[src/rtl/dma_rd_req_gen.sv]
// Splits DMA read descriptors into PCIe Memory Read request TLP headers on an AXIS
// stream. Chunks respect MRRS and 4 KB boundaries; tags come from a 32-entry free pool.
module dma_rd_req_gen #(
  parameter int AXI_DATA_WIDTH = 128,
  parameter int BE_WIDTH       = AXI_DATA_WIDTH / 8,
  parameter int USER_WIDTH_TX  = 4,
  parameter int TAG_WIDTH      = 5
) (
  input  logic                      axi_clk,
  input  logic                      axi_rst,
  input  logic                      desc_valid,
  output logic                      desc_ready,
  input  logic [63:0]               desc_addr,
  input  logic [15:0]               desc_len_dw,
  output logic                      desc_done,
  input  logic [15:0]               cfg_req_id,
  input  logic [2:0]                cfg_mrrs,
  input  logic                      tag_free_valid,
  input  logic [TAG_WIDTH-1:0]      tag_free,
  output logic [TAG_WIDTH:0]        tags_in_use,
  output logic [AXI_DATA_WIDTH-1:0] s_axis_rr_tdata,
  output logic [BE_WIDTH-1:0]       s_axis_rr_tstrb,
  output logic                      s_axis_rr_tlast,
  output logic                      s_axis_rr_tvalid,
  output logic [USER_WIDTH_TX-1:0]  s_axis_rr_tuser,
  input  logic                      s_axis_rr_tready
);

  localparam int POOL = 1 << TAG_WIDTH;

  typedef enum logic [1:0] {IDLE, CALC, SEND} state_t;

  state_t                 state;
  logic [63:0]            addr;
  logic [15:0]            rem_dw;
  logic [10:0]            chunk_dw;
  logic [POOL-1:0]        tag_map;
  logic [POOL-1:0]        tag_map_nxt;
  logic [2:0]             mrrs_eff;
  logic [10:0]            max_dw;
  logic [10:0]            bnd_dw;
  logic [10:0]            calc_dw;
  logic                   tag_avail;
  logic [TAG_WIDTH-1:0]   alloc_tag;
  logic                   alloc;
  logic                   four_dw;
  logic [31:0]            dw0;
  logic [31:0]            dw1;
  logic [127:0]           hdr;
  logic [TAG_WIDTH:0]     in_use;

  assign desc_ready       = (state == IDLE) && !axi_rst;
  assign s_axis_rr_tlast  = s_axis_rr_tvalid;
  assign alloc            = (state == CALC) && tag_avail;
  assign tags_in_use      = in_use;

  // Chunk size is the smallest of what remains, the MRRS limit and the room left in this 4 KB page.
  always_comb begin
    mrrs_eff = (cfg_mrrs > 3'd5) ? 3'd5 : cfg_mrrs;
    max_dw   = 11'd32 << mrrs_eff;
    bnd_dw   = 11'd1024 - {1'b0, addr[11:2]};
    calc_dw  = (max_dw < bnd_dw) ? max_dw : bnd_dw;
    if ({5'd0, calc_dw} > rem_dw) calc_dw = rem_dw[10:0];
  end

  always_comb begin
    tag_avail = 1'b0;
    alloc_tag = '0;
    for (int i = POOL - 1; i >= 0; i--) begin
      if (!tag_map[i]) begin
        tag_avail = 1'b1;
        alloc_tag = TAG_WIDTH'(i);
      end
    end
  end

  always_comb begin
    in_use = '0;
    for (int i = 0; i < POOL; i++) in_use = in_use + (TAG_WIDTH + 1)'(tag_map[i]);
  end

  // Free is applied before allocate so a same-cycle free of the allocated tag loses.
  always_comb begin
    tag_map_nxt = tag_map;
    if (tag_free_valid) tag_map_nxt[tag_free] = 1'b0;
    if (alloc) tag_map_nxt[alloc_tag] = 1'b1;
  end

  always_comb begin
    four_dw = |addr[63:32];
    dw0     = {(four_dw ? 3'b001 : 3'b000), 5'b00000, 14'd0, calc_dw[9:0]};
    dw1     = {cfg_req_id, 8'(alloc_tag), ((calc_dw > 11'd1) ? 4'hF : 4'h0), 4'hF};
    hdr     = four_dw ? {addr[31:2], 2'b00, addr[63:32], dw1, dw0}
                      : {32'd0, addr[31:2], 2'b00, dw1, dw0};
  end

  always_ff @(posedge axi_clk) begin
    if (axi_rst) tag_map <= '0;
    else         tag_map <= tag_map_nxt;
  end

  always_ff @(posedge axi_clk) begin
    if (axi_rst) begin
      state            <= IDLE;
      addr             <= '0;
      rem_dw           <= '0;
      chunk_dw         <= '0;
      s_axis_rr_tvalid <= 1'b0;
      s_axis_rr_tdata  <= '0;
      s_axis_rr_tstrb  <= '0;
      s_axis_rr_tuser  <= '0;
      desc_done        <= 1'b0;
    end else begin
      desc_done <= 1'b0;
      case (state)
        IDLE: begin
          if (desc_valid) begin
            addr   <= desc_addr & ~64'd3;
            rem_dw <= desc_len_dw;
            if (desc_len_dw == 16'd0) desc_done <= 1'b1;
            else                      state     <= CALC;
          end
        end
        CALC: begin
          if (tag_avail) begin
            chunk_dw         <= calc_dw;
            s_axis_rr_tdata  <= AXI_DATA_WIDTH'(hdr);
            s_axis_rr_tstrb  <= BE_WIDTH'(four_dw ? 16'hFFFF : 16'h0FFF);
            s_axis_rr_tuser  <= USER_WIDTH_TX'(four_dw);
            s_axis_rr_tvalid <= 1'b1;
            state            <= SEND;
          end
        end
        SEND: begin
          if (s_axis_rr_tready) begin
            s_axis_rr_tvalid <= 1'b0;
            addr             <= addr + {51'd0, chunk_dw, 2'b00};
            rem_dw           <= rem_dw - {5'd0, chunk_dw};
            if (rem_dw == {5'd0, chunk_dw}) begin
              desc_done <= 1'b1;
              state     <= IDLE;
            end else begin
              state <= CALC;
            end
          end
        end
        default: state <= IDLE;
      endcase
    end
  end

endmodule

[config.mk]
export PLATFORM = sky130hd
export DESIGN_NAME = dma_rd_req_gen
export DESIGN_NICKNAME = d
export VERILOG_FILES = /design/src/rtl/dma_rd_req_gen.sv
export SDC_FILE = /design/constraint.sdc
export NUM_CORES = 1
export LEC_CHECK = 0
export ABC_AREA = 1
export ABC_CLOCK_PERIOD_IN_PS = 10300
export CAP_MARGIN = 20
export CORE_ASPECT_RATIO = 1.5
export CORE_MARGIN = 4
export CORE_UTILIZATION = 32
export DETAILED_ROUTE_END_ITERATION = 12
export PLACE_DENSITY = 0.54
export SYNTH_ARGS = -nofsm -noshare
export SYNTH_HDL_FRONTEND = slang
export SYNTH_SLANG_ARGS = --single-unit
[constraint.sdc]
create_clock -name axi_clk -period 10.3 [get_ports axi_clk]
set_input_delay 1.03 -clock axi_clk [delete_from_list [all_inputs] [get_ports axi_clk]]
set_output_delay 1.03 -clock axi_clk [all_outputs]
set_load 0.02 [all_outputs]
Word-level counts from Yosys, hierarchy flattened
Cells that the tools add are included.
- flip-flop bits (word level): 272
- latch bits: 0
- RAM bits: 0
- ROM bits: 0
- bits of input ports: 109
- output and inout bits: 158
- word-level logic and storage cells: 174
- memories: 0
- $add $sub $neg: 34
- multipliers: 0
- div/mod/pow operators: 0
- magnitude comparators: 8
- equality and inequality tests: 7
- shift-type cells: 1
- mux-type cells: 97
- bitwise logic cells: 3
- reductions and logical operators: 14
- operators with widths (operator ; count):
    $mux 5 ; 32
    $add 6x1->6 ; 26
    $mux 128 ; 1
    $mux 64 ; 2
    $pmux 64 s2 ; 1
    $add 64x13->64 ; 1
    $mux 32 ; 2
    $mux 16 ; 3
    $mux 1 ; 42
    $and 32x32->32 ; 1
    $not 32->32 ; 1
    $or 32x32->32 ; 1
    $pmux 16 s2 ; 1
    $reduce_or 32->1 ; 1
    $mux 11 ; 2
    $eq 16x11->1 ; 1
    $gt 11x16->1 ; 1
    $logic_not 16->1 ; 1
    $sub 16x11->16 ; 1
    $lt 5x6->1 const B ; 2
    $gt 11x1->1 const B ; 1
    $lt 11x11->1 ; 1
    $shl 6x3->11 const A ; 1
    $sub 11x10->11 const A ; 1
    other kinds (23) ; 37

Longest topological paths before layout
Gate-level depths: netlist of run 1.
- depth after elaboration: 38
- mapped depth: 31
- mapped depth without buffers: 29

Worst setup path before layout of run 1
OpenSTA, ideal clock, no wires.
- path kind: register -> output
- start point: register tag_map[23]
- end point: output port tags_in_use[4]
- data arrival time: 4.532 ns
- slack: 4.738 ns
- stages on the path, launching flop included: 16
- buffers on the path: 0
- cell sequence: dfxtp_1 > inv_1 > fa_1 > fa_1 > inv_1 > fa_1 > inv_1 > fa_1 > fa_1 > fa_1 > inv_1 > ha_1 > inv_1 > fa_1 > o21ai_0 > xor2_1
- longest elaborated chain between the ends: 9
- ends and longest elaborated chain (element ; RTL line ; source):
    from (decl) ; 37 ; logic [POOL-1:0] tag_map;
    from (signal assigned) ; 99 ; else tag_map <= tag_map_nxt;
    $add 6x1->6 (9 in a row) ; 79 ; for (int i = 0; i < POOL; i++) in_use = in_use + (TAG_WIDTH + 1)'(tag_map[i]);
    to (decl) ; 20 ; output logic [TAG_WIDTH:0] tags_in_use,
Every way passes these cells.

Worst setup path after layout of run 1
- start point: register tag_map[5]
- end point: output port tags_in_use[4]
- longest elaborated chain between the ends: 27
- ends and longest elaborated chain (element ; RTL line):
    $add 5x1->6 ; 79
    $add 6x1->6 (26 in a row) ; 79
Every way passes these cells.

==> results.ini, run 1 <==
[outcome]
status = finished, final reports clean

[floorplan]
die_width_um = 178
die_h_um = 263
start_util_pct = 32.3
rows = 93
dieArea_um2 = 46700
coreArea_um2 = 42800
num_io_pins = 267

[placed_design]
place_hpwl_mm = 41.2
io_buffer_count = 235
dp.cells = 2742
gp_congestion = 0.958

[sta]
hold_viol = 0
max-slew-margin-rel_pct = 34.1
fmax_mhz = 148
rsz0062_at_grt = false
fin_crit_ns = 6.74
drv_slew = 0
worst_slew_pin_slew_ns = 0.989
period_share_pct = 65.5
fin_setup_tns_ns = 0
skew_ns = 0.0103
setup_viol = 0

[synthesis]
yosys.area.top_type = dfxtp_1
synthTopCellsByArea = dfxtp_1 (31%), nand2_1 (10%), a21oi_1 (7.4%)
postSynthRegisterBits = 211
synth.avg_cell_area_um2 = 6.73
synth.cell_area_um2 = 13800
ys_types = 54
yosys_warnings = 0
synth_top_area_share_pct = 30.5
synth_seq_area_share_pct = 30.5
syn_inst = 2058

[power]
p_leak_nw = 6.49
vdd_drop_max_uv = 96.9
p_per_area_nw_per_um2 = 164

[setup_path]
r2r_slack_ns = 4.90
critPathMaxFanout = 5
critPathKind = reg -> out
critPathLaunch = tag_map[5]$_SDFF_PP0_
required_ns = 9.27
reg2reg_to = s_axis_rr_tdata[39]$_SDFFE_PP0P_
cp.arrival_ns = 5.71
reg2regPathDepth = 28
critPathCaptureType = output pin
r2r-start = addr[3]$_SDFFE_PP0P_
startpoint_type = register

[clock_network]
cts_sinks = 211
cts_buffer_depth = 3
htreeDepth = 1
clk_pin_slew_ns = 0.06
clk_latency_ns = 0.54
cts-root-buf = clkbuf_16
cts-resized-gates = 0
cts_buffers = 24
postCtsSetupBuffers = 0
cts_tree = built
cts_hold_buf = 0

[finish]
area_delta_synth_final_pct = 23.9
layout.cells.non_filler = 2786
layout_commonest_cell = nand2_1
n_antenna_cell = 0
final_cell_mix = nand2_1 (368), inv_1 (237), nor2_1 (237)
drive_gt1_share_pct = 4.83
final_nets = 2380

[run]
max_cap_viol_count = 0

[routing]
wl_per_cell_um = 19.3
drt_first_pass_iters = 6
ant_nets = 0
finalWirelength_mm = 53.8
vias_per_cell = 5.11
drtIter0Drc = 952
vias = 14241
drcViolationCount = 0

[grt]
grt_pass1_wl_mm = 81.2
grt_max_degree = 89
antenna_found_initial = 0
grtUsageTotal_pct = 22.2
globalRouteOverflowTotal = 0
grt_pass1_vias = 13841

[worst_hold_path]
hp-start = s_axis_rr_tdata[115]$_SDFFE_PP0P_
holdPathEnd = s_axis_rr_tdata[115]$_SDFFE_PP0P_
worstHoldPathCells = 2
hp-class = reg -> reg

-- metrics by stage --
| step | total power, mW | instance area (µm²) | util (%) | hold slack (ns) | worst slack, ns |
|---|---|---|---|---|---|
| floorplan | 1.55 | 14000 | - | 0.458 | 4.74 |
| global placement | 1.84 | 16300 | 38.0 | 0.455 | 4.13 |
| detailed placement | 1.85 | 16300 | 38.0 | 0.458 | 4.08 |
| CTS | 2.83 | 17200 | 40.1 | 0.468 | 3.50 |
| global route | 2.96 | 17200 | 40.1 | 0.483 | 3.30 |
| finish | 2.81 | 17200 | 40.1 | 0.466 | 3.56 |
-- registers in the layout, summed over array words and instances, names as in the netlist --
register and cells:
state 2, s_axis_rr_tstrb 2, s_axis_rr_tlast 1, addr 62, rem_dw 16, s_axis_rr_tdata 84, desc_done 1, tag_map 32
chunk_dw 11
-- worst max-delay path by stage --
stage | end | slack [ns] | cells past startpoint
CTS | tags_in_use[4] | 3.50 | 16
floorplan | tags_in_use[4] | 4.74 | 15
detailed placement | tags_in_use[4] | 4.08 | 16
finish | tags_in_use[4] | 3.56 | 14
global placement | tags_in_use[4] | 4.13 | 16
global route | tags_in_use[4] | 3.30 | 16
-- where the power goes --
group          leakage (nW)  switching, mW  internal, mW
clock                 0.433          0.373         0.598
combinational          4.33          0.508         0.315
sequential             1.73          0.118         0.897
total                  6.49          0.998          1.81
-- cell type report --
type                       count  area (µm²)
fill                        4659       25700
timing repair buffer         246        2430
inverter                     247         927
tap                          570         713
sequential                   211        4230
clock buffer                  34         699
clock inverter                10         179
multi-input combinational   1468        7980
-- worst max-delay path, cell delays in order (launching register included) --
cell and delay, ns:
dfxtp_1 0.41, inv_1 0.09, fa_1 0.55, fa_1 0.46, fa_1 0.51, fa_1 0.52
fa_1 0.55, fa_1 0.40, inv_1 0.06, ha_1 0.13, inv_1 0.06, fa_1 0.40
o21ai_0 0.24, xor2_1 0.16, clkdlybuf4s50_1 0.62
-- cell families after synthesis --
| group | count (synthesis) | share of synthesized area, % |
|---|---|---|
| AND/OR/NAND/NOR | 848 | 26.9 |
| AO/OA/AOI/OAI | 474 | 18.9 |
| buffers and inverters | 407 | 12.8 |
| flip-flops | 211 | 30.5 |
| adder cells (fa/ha/maj) | 73 | 8.01 |
| XOR/XNOR | 44 | 2.78 |
| other | 1 | 0.0271 |
-- per-layer routing --
layer | GRT usage (%) | up-vias | share of wire, %
met1 | 25.9 | 6692 | 40
met5 | 0 | - | 0
met4 | 8.33 | 0 | 3.9
met2 | 41.5 | 450 | 52
li1 | - | 7012 | -
met3 | 1.96 | 87 | 4.1
-- Yosys cell counts (all sizes together) --
cell type  instances
clkbuf            79
nor2             248
o221ai            11
and3               1
o211ai            28
or3                1
nand4             45
a21boi             1
o21ai            175
buf               81
o22ai              7
ha                47
a21oi            207
o41ai              1
or3b               1
nand3b             2
nor4              29
o311ai             1
dfxtp            211
conb               1
nand3             77
or2               15
o2111ai            2
nand2            376
nor3b              2
fa                26
xor2              35
xnor2              9
o21a               3
a211oi             8
nor3              51
clkinv             1
o221a              1
inv              246
a31oi             25
o21bai             4
Note: power is estimated with default switching activity, not from simulation.
==> run 2: changes to the inputs <==
Settings changed: ABC_CLOCK_PERIOD_IN_PS 10300 to 5400, PLACE_DENSITY 0.54 to 0.56.
Clock period 10.3 ns to 5.4 ns, I/O delays scaled along.
==> run 2 against run 1 <==
Clock power rose by 78%. Non-clock buffer count rose by 26. Highest routed layer unchanged. Power up 87%. The run now ends with setup timing left. Flip-flop and latch count is the same. Sequential power is 90% higher.
==> results.ini, run 2 (synthesis gave the netlist of run 1 again) <==
[outcome]
status = finished with violations  ; was finished, final reports clean
violations = setup timing

[routing]
drtIter0Drc = 884  ; was 952
finalWirelength_mm = 55.9  ; was 53.8 mm
wl_per_cell_um = 19.9  ; was 19.3 µm
drcViolationCount = 0  ; unchanged
vias = 14495  ; was 14241
drt_first_pass_iters = 6  ; unchanged
ant_nets = 0  ; unchanged
vias_per_cell = 5.15  ; was 5.11

[setup_path]
path_common_cell = fa_1  ; unchanged
cp_top_family = adder cells  ; unchanged
cp.arrival_ns = 4.96  ; was 5.71 ns
startpoint_type = register  ; unchanged
crit_chain = fa_1 -> inv_1 -> fa_1 -> inv_1 -> fa_1 -> inv_1 -> fa_1 -> fa_1 -> fa_1 -> inv_1 -> ha_2 -> inv_2 -> fa_2 -> o21ai_2 -> xor2_1 -> buf_4  ; was inv_1 -> fa_1 -> fa_1 -> fa_1 -> fa_1 -> fa_1 -> fa_1 -> inv_1 -> ha_1 -> inv_1 -> fa_1 -> o21ai_0 -> xor2_1 -> clkdlybuf4s50_1
critPathCaptureType = output pin  ; unchanged
slowest_delay_ns = 0.52  ; was 0.62 ns
slowest_stage = fa_1  ; was clkdlybuf4s50_1
r2r-start = addr[3]$_SDFFE_PP0P_  ; unchanged
critPathBufInv = 6  ; was 4
critPathMaxFanout = 2  ; was 5
critPathLaunch = tag_map[21]$_SDFF_PP0_  ; was tag_map[5]$_SDFF_PP0_
required_ns = 4.86  ; was 9.27 ns
critPathKind = reg -> out  ; unchanged

[floorplan]
num_io_pins = 267  ; unchanged
die_h_um = 263  ; unchanged
coreArea_um2 = 42800  ; unchanged
die_width_um = 178  ; unchanged
dieArea_um2 = 46700  ; unchanged
start_util_pct = 32.3  ; unchanged
rows = 93  ; unchanged

[clock_network]
cts_hold_buf = 0  ; unchanged
cts_tree = built  ; unchanged
cts_sinks = 211  ; unchanged
cts-root-buf = clkbuf_16  ; unchanged
clk_pin_slew_ns = 0.07  ; was 0.06 ns
clk_latency_ns = 0.54  ; about the same
cts_buffer_depth = 3  ; unchanged
htreeDepth = 1  ; unchanged
cts_buffers = 25  ; was 24
postCtsSetupBuffers = 0  ; unchanged

[finish]
n_antenna_cell = 0  ; unchanged
regMostFlops = s_axis_rr_tdata  ; unchanged
largest_register_ffs = 84  ; unchanged
drive_gt1_share_pct = 6.78  ; was 4.83%
seq_area_um2 = 4230  ; about the same
layout_commonest_cell = nand2_1  ; unchanged
final_cell_mix = nand2_1 (367), nor2_1 (236), inv_1 (233)  ; was nand2_1 (368), inv_1 (237), nor2_1 (237)
fin_area_um2 = 17300  ; was 17200 µm²
reg.largest.list = s_axis_rr_tdata (84), addr (62), tag_map (32)  ; unchanged
area_delta_synth_final_pct = 25.3  ; was 23.9%
multi_input_area_um2 = 8020  ; was 7980 µm²
utilization_pct = 40.5  ; was 40.1%
fillers = 4645  ; was 4659
final_nets = 2407  ; was 2380

[sta]
period_share_pct = 102
setup_viol = 4  ; was 0
worst_slew_pin_slew_ns = 1.14  ; was 0.989 ns
hold_viol = 0  ; unchanged
skew_ns = 0.0125  ; was 0.0103 ns
fmax_mhz = 182
max-slew-margin-rel_pct = 24.2  ; was 34.1%
fin_ws_ns = -0.105  ; was 3.56 ns
rsz0062_at_grt = true  ; was false
fin_crit_ns = 5.50
holdWs_ns = 0.465  ; was 0.466 ns
drv_slew = 0  ; unchanged

[placed_design]
gp_congestion = 0.957  ; was 0.958
io_buffer_count = 235  ; unchanged
place_hpwl_mm = 43.1  ; was 41.2 mm
place_area_um2 = 16500  ; was 16300 µm²

[grt]
met3_usage_pct = 2.78  ; was 1.96%
grt-busiest-layer = met2  ; unchanged
globalRouteOverflowTotal = 0  ; unchanged
grt_max_degree = 95  ; was 89
grtUsageTotal_pct = 23.0  ; was 22.2%
antenna_found_initial = 0  ; unchanged
grt_pass1_wl_mm = 83.9  ; was 81.2 mm
grt_pass1_vias = 14459  ; was 13841
grtUsageMet2_pct = 43.7  ; was 41.5%
grtUsageMet1_pct = 23.6  ; was 25.9%

[power]
vdd_drop_max_uv = 197  ; was 96.9 µV
p_per_area_nw_per_um2 = 303  ; was 164 nW/µm²
p_leak_nw = 6.61  ; was 6.49 nW
p_total_mw = 5.26  ; was 2.81 mW

[worst_hold_path]
hp-class = reg -> reg  ; unchanged
hp-start = s_axis_rr_tdata[103]$_SDFFE_PP0P_  ; was s_axis_rr_tdata[115]$_SDFFE_PP0P_

[run]
max_cap_viol_count = 0  ; unchanged

## run 2: cell count changes in the layout (fill, tap and decap cells not counted), sizes merged, moves of 2 or more
cell           before  now
clkinv              6    4
clkinvlp            0    2
buf                12   43
clkdlybuf4s50     234  228
clkbuf             34   36
inv               246  248
bufinv              5    2
## run 2: layout make-up
| type | count | area share (%) |
|---|---|---|
| multi-input cells | 1468 | 46.2 |
| flip-flops and latches | 211 | 24.4 |
| repair buffers | 272 | 15.2 |
| inverters | 247 | 5.35 |
| well taps | 570 | 4.11 |
| clock buffers | 36 | 4.08 |
| clock inverters | 9 | 0.664 |
## run 2: what timing repair did
action | in CTS | in global routing
endpoints found under the setup margin | 6 | 6
pin swaps | 10 | 9
gates resized for setup | 42 | 5
## run 2: worst paths after layout
path	to	slack, ns	depth (start not counted)
worst max register to register	s_axis_rr_tdata[39]$_SDFFE_PP0P_	0.55	26
worst min-delay path	s_axis_rr_tdata[103]$_SDFFE_PP0P_	0.46	2
worst max-delay path	tags_in_use[4]	-0.10	16
worst min register to register	s_axis_rr_tdata[103]$_SDFFE_PP0P_	0.46	2
## run 2: through the flow
| step | setup slack, ns | TNS (ns) | std cells |
|---|---|---|---|
| after floorplan | 0.328 | 0 | 2086 |
| after global placement | -0.170 | -0.327 | 2768 |
| after detailed placement | -0.224 | -0.545 | 2768 |
| after CTS | -0.174 | -0.706 | 2813 |
| after global routing | -0.284 | -1.08 | 2813 |
| final | -0.105 | -0.315 | 2813 |
## run 2: power by group
part / total [mW] / internal [mW] / switching, mW / leakage, nW
clock network: 1.73 / 1.01 / 0.718 / 0.395
registers: 1.92 / 1.71 / 0.209 / 1.73
logic: 1.61 / 0.616 / 0.998 / 4.49
total: 5.26 / 3.34 / 1.93 / 6.61
## run 2: worst min-delay path: stages, from the launching register on
cell and delay, ns:
dfxtp_1 0.31, nand2_1 0.06, a21oi_1 0.05
## run 2: routing by layer
layer / wire [µm] / up-vias / share of wire, %
met5: 0 / - / 0
met4: 3820 / 0 / 6.8
met3: 2640 / 167 / 4.7
met2: 29900 / 523 / 53
met1: 19600 / 6758 / 35
li1: - / 7047 / -
==> run 3: changes to the inputs <==
Settings changed: ABC_CLOCK_PERIOD_IN_PS 5400 to 4500, CTS_CLUSTER_DIAMETER from default to 100.
Clock period 5.4 ns to 4.5 ns, I/O delays scaled along.
==> run 3 against run 2 <==
The flow still finishes with violations (setup timing). Design area increased by 3.0%. Global-route usage about the same. Core utilization increased by 1.2 points. Routed wire length increased by 0.20%. Count of clock-buffer cells in the layout decreased by 5. Power increased by 26%. Via count increased by 1.4%. Sequential share of layout area decreased by 0.71 points. Critical path depth decreased by 2.
==> results.ini, run 3 (synthesis gave the netlist of run 1 again) <==
[outcome]
status = finished with violations  ; unchanged
violations = setup timing  ; unchanged

[routing]
finalWirelength_mm = 56.0  ; was 55.9 mm
ant_nets = 0  ; unchanged
drt_first_pass_iters = 5  ; was 6
vias_per_cell = 5.14  ; was 5.15
vias = 14696  ; was 14495
wl_per_cell_um = 19.6  ; was 19.9 µm
drcViolationCount = 0  ; unchanged
drtIter0Drc = 891  ; was 884

[placed_design]
io_buffer_count = 235  ; unchanged
gp_congestion = 0.960  ; was 0.957
place_hpwl_mm = 43.8  ; was 43.1 mm
dp.cells = 2811  ; was 2768

[finish]
regMostFlops = s_axis_rr_tdata  ; unchanged
final_cell_mix = nand2_1 (367), nor2_1 (235), inv_1 (229)  ; was nand2_1 (367), nor2_1 (236), inv_1 (233)
n_antenna_cell = 0  ; unchanged
layout.cells.non_filler = 2861  ; was 2813
final_nets = 2455  ; was 2407
largest_register_ffs = 84  ; unchanged
drive_gt1_share_pct = 9.69  ; was 6.78%
layout_commonest_cell = nand2_1  ; unchanged
utilization_pct = 41.7  ; was 40.5%
area_delta_synth_final_pct = 29.0  ; was 25.3%
reg.largest.list = s_axis_rr_tdata (84), addr (62), tag_map (32)  ; unchanged

[sta]
fin_ws_ns = -0.996  ; was -0.105 ns
skew_ns = 0.0122  ; was 0.0125 ns
max-slew-margin-rel_pct = 38.7  ; was 24.2%
fin_crit_ns = 5.50
rsz0062_at_grt = true  ; unchanged
hold_viol = 0  ; unchanged
worst_slew_pin_slew_ns = 0.919  ; was 1.14 ns
period_share_pct = 122
holdWs_ns = 0.468  ; was 0.465 ns
setup_viol = 6  ; was 4
fmax_mhz = 182
drv_slew = 0  ; unchanged

[floorplan]
dieArea_um2 = 46700  ; unchanged
num_io_pins = 267  ; unchanged
rows = 93  ; unchanged
start_util_pct = 32.3  ; unchanged
die_width_um = 178  ; unchanged
die_h_um = 263  ; unchanged
coreArea_um2 = 42800  ; unchanged

[worst_hold_path]
hp-class = reg -> reg  ; unchanged

[setup_path]
critPathMaxFanout = 2  ; unchanged
critPathCaptureType = output pin  ; unchanged
required_ns = 4.05  ; was 4.86 ns
critPathKind = reg -> out  ; unchanged
startpoint_type = register  ; unchanged
cp.arrival_ns = 5.05  ; was 4.96 ns

[grt]
grtUsageMet1_pct = 25.3  ; was 23.6%
met3_usage_pct = 2.92  ; was 2.78%
grtUsageTotal_pct = 23.0  ; about the same
grt_max_degree = 82  ; was 95
grtUsageMet2_pct = 42.1  ; was 43.7%
antenna_found_initial = 0  ; unchanged
grt-busiest-layer = met2  ; unchanged
grt_pass1_wl_mm = 84.0  ; was 83.9 mm
grt_pass1_vias = 14607  ; was 14459
globalRouteOverflowTotal = 0  ; unchanged

[clock_network]
clk_pin_slew_ns = 0.06  ; was 0.07 ns
clk_latency_ns = 0.54  ; about the same
cts-root-buf = clkbuf_16  ; unchanged
cts_tree = built  ; unchanged
cts_buffer_depth = 3  ; unchanged
cts_buffers = 24  ; was 25
cts_sinks = 211  ; unchanged
htreeDepth = 1  ; unchanged
cts_hold_buf = 0  ; unchanged

[run]
max_cap_viol_count = 0  ; unchanged

[power]
p_leak_nw = 6.90  ; was 6.61 nW
vdd_drop_max_uv = 232  ; was 197 µV
p_per_area_nw_per_um2 = 371  ; was 303 nW/µm²

[run 3: final cells by class]
class	count	area (µm²)
fill	4590	25000
multi-input combinational	1469	8100
sequential	211	4230
timing repair buffer	320	3000
inverter	247	930
tap	570	713
clock buffer	31	688
clock inverter	13	200
[run 3: path summary, 6_finish.rpt]
check,cells past startpoint,to,slack [ns],from
worst max register to register,27,s_axis_rr_tdata[39]$_SDFFE_PP0P_,0.09,addr[2]$_SDFFE_PP0P_
worst min register to register,2,s_axis_rr_tdata[114]$_SDFFE_PP0P_,0.47,s_axis_rr_tdata[114]$_SDFFE_PP0P_
worst max-delay path,14,tags_in_use[4],-1.0,tag_map[0]$_SDFF_PP0_
worst min-delay path,2,s_axis_rr_tdata[114]$_SDFFE_PP0P_,0.47,s_axis_rr_tdata[114]$_SDFFE_PP0P_
[run 3: what timing repair did]
item                                    4_1_cts  5_1_grt
buffers inserted                              2        3
endpoints found under the setup margin       15       18
gates cloned                                  1        0
resized for setup                            45       26
endpoints found under the hold margin         0        0
pin swaps                                    11       14
[run 3: power by group]
part | leakage (nW) | internal [mW] | switching (mW)
Combinational | 4.73 | 0.865 | 1.24
Clock | 0.438 | 1.37 | 0.868
Sequential | 1.73 | 2.05 | 0.236
[run 3: through the flow]
step	worst slack (ns)	cell area (µm²)	total power, mW	TNS (ns)
2_1_floorplan	-0.228	14000	3.54	-0.874
3_3_place_gp	-0.851	16800	4.36	-4.78
3_5_place_dp	-0.876	16800	4.38	-5.32
4_1_cts	-1.04	17800	6.65	-5.22
5_1_grt	-1.11	17900	6.98	-5.95
6_report	-0.996	17900	6.63	-5.05
[run 3: routing by layer]
layer	vias up	share of wire, %
met5	-	0
met3	169	5.5
li1	7154	-
met4	0	6.8
met1	6836	37
met2	537	51
[run 3: worst max-delay path, cell delays in order, from the launching register on]
cell and delay (ns):
dfxtp_2 0.33, fa_1 0.53, inv_1 0.06, fa_1 0.51
fa_2 0.56, fa_2 0.44, fa_1 0.54, fa_2 0.45
inv_2 0.07, ha_4 0.13, inv_4 0.04, fa_2 0.37
o21ai_2 0.20, xor2_2 0.13, buf_4 0.15
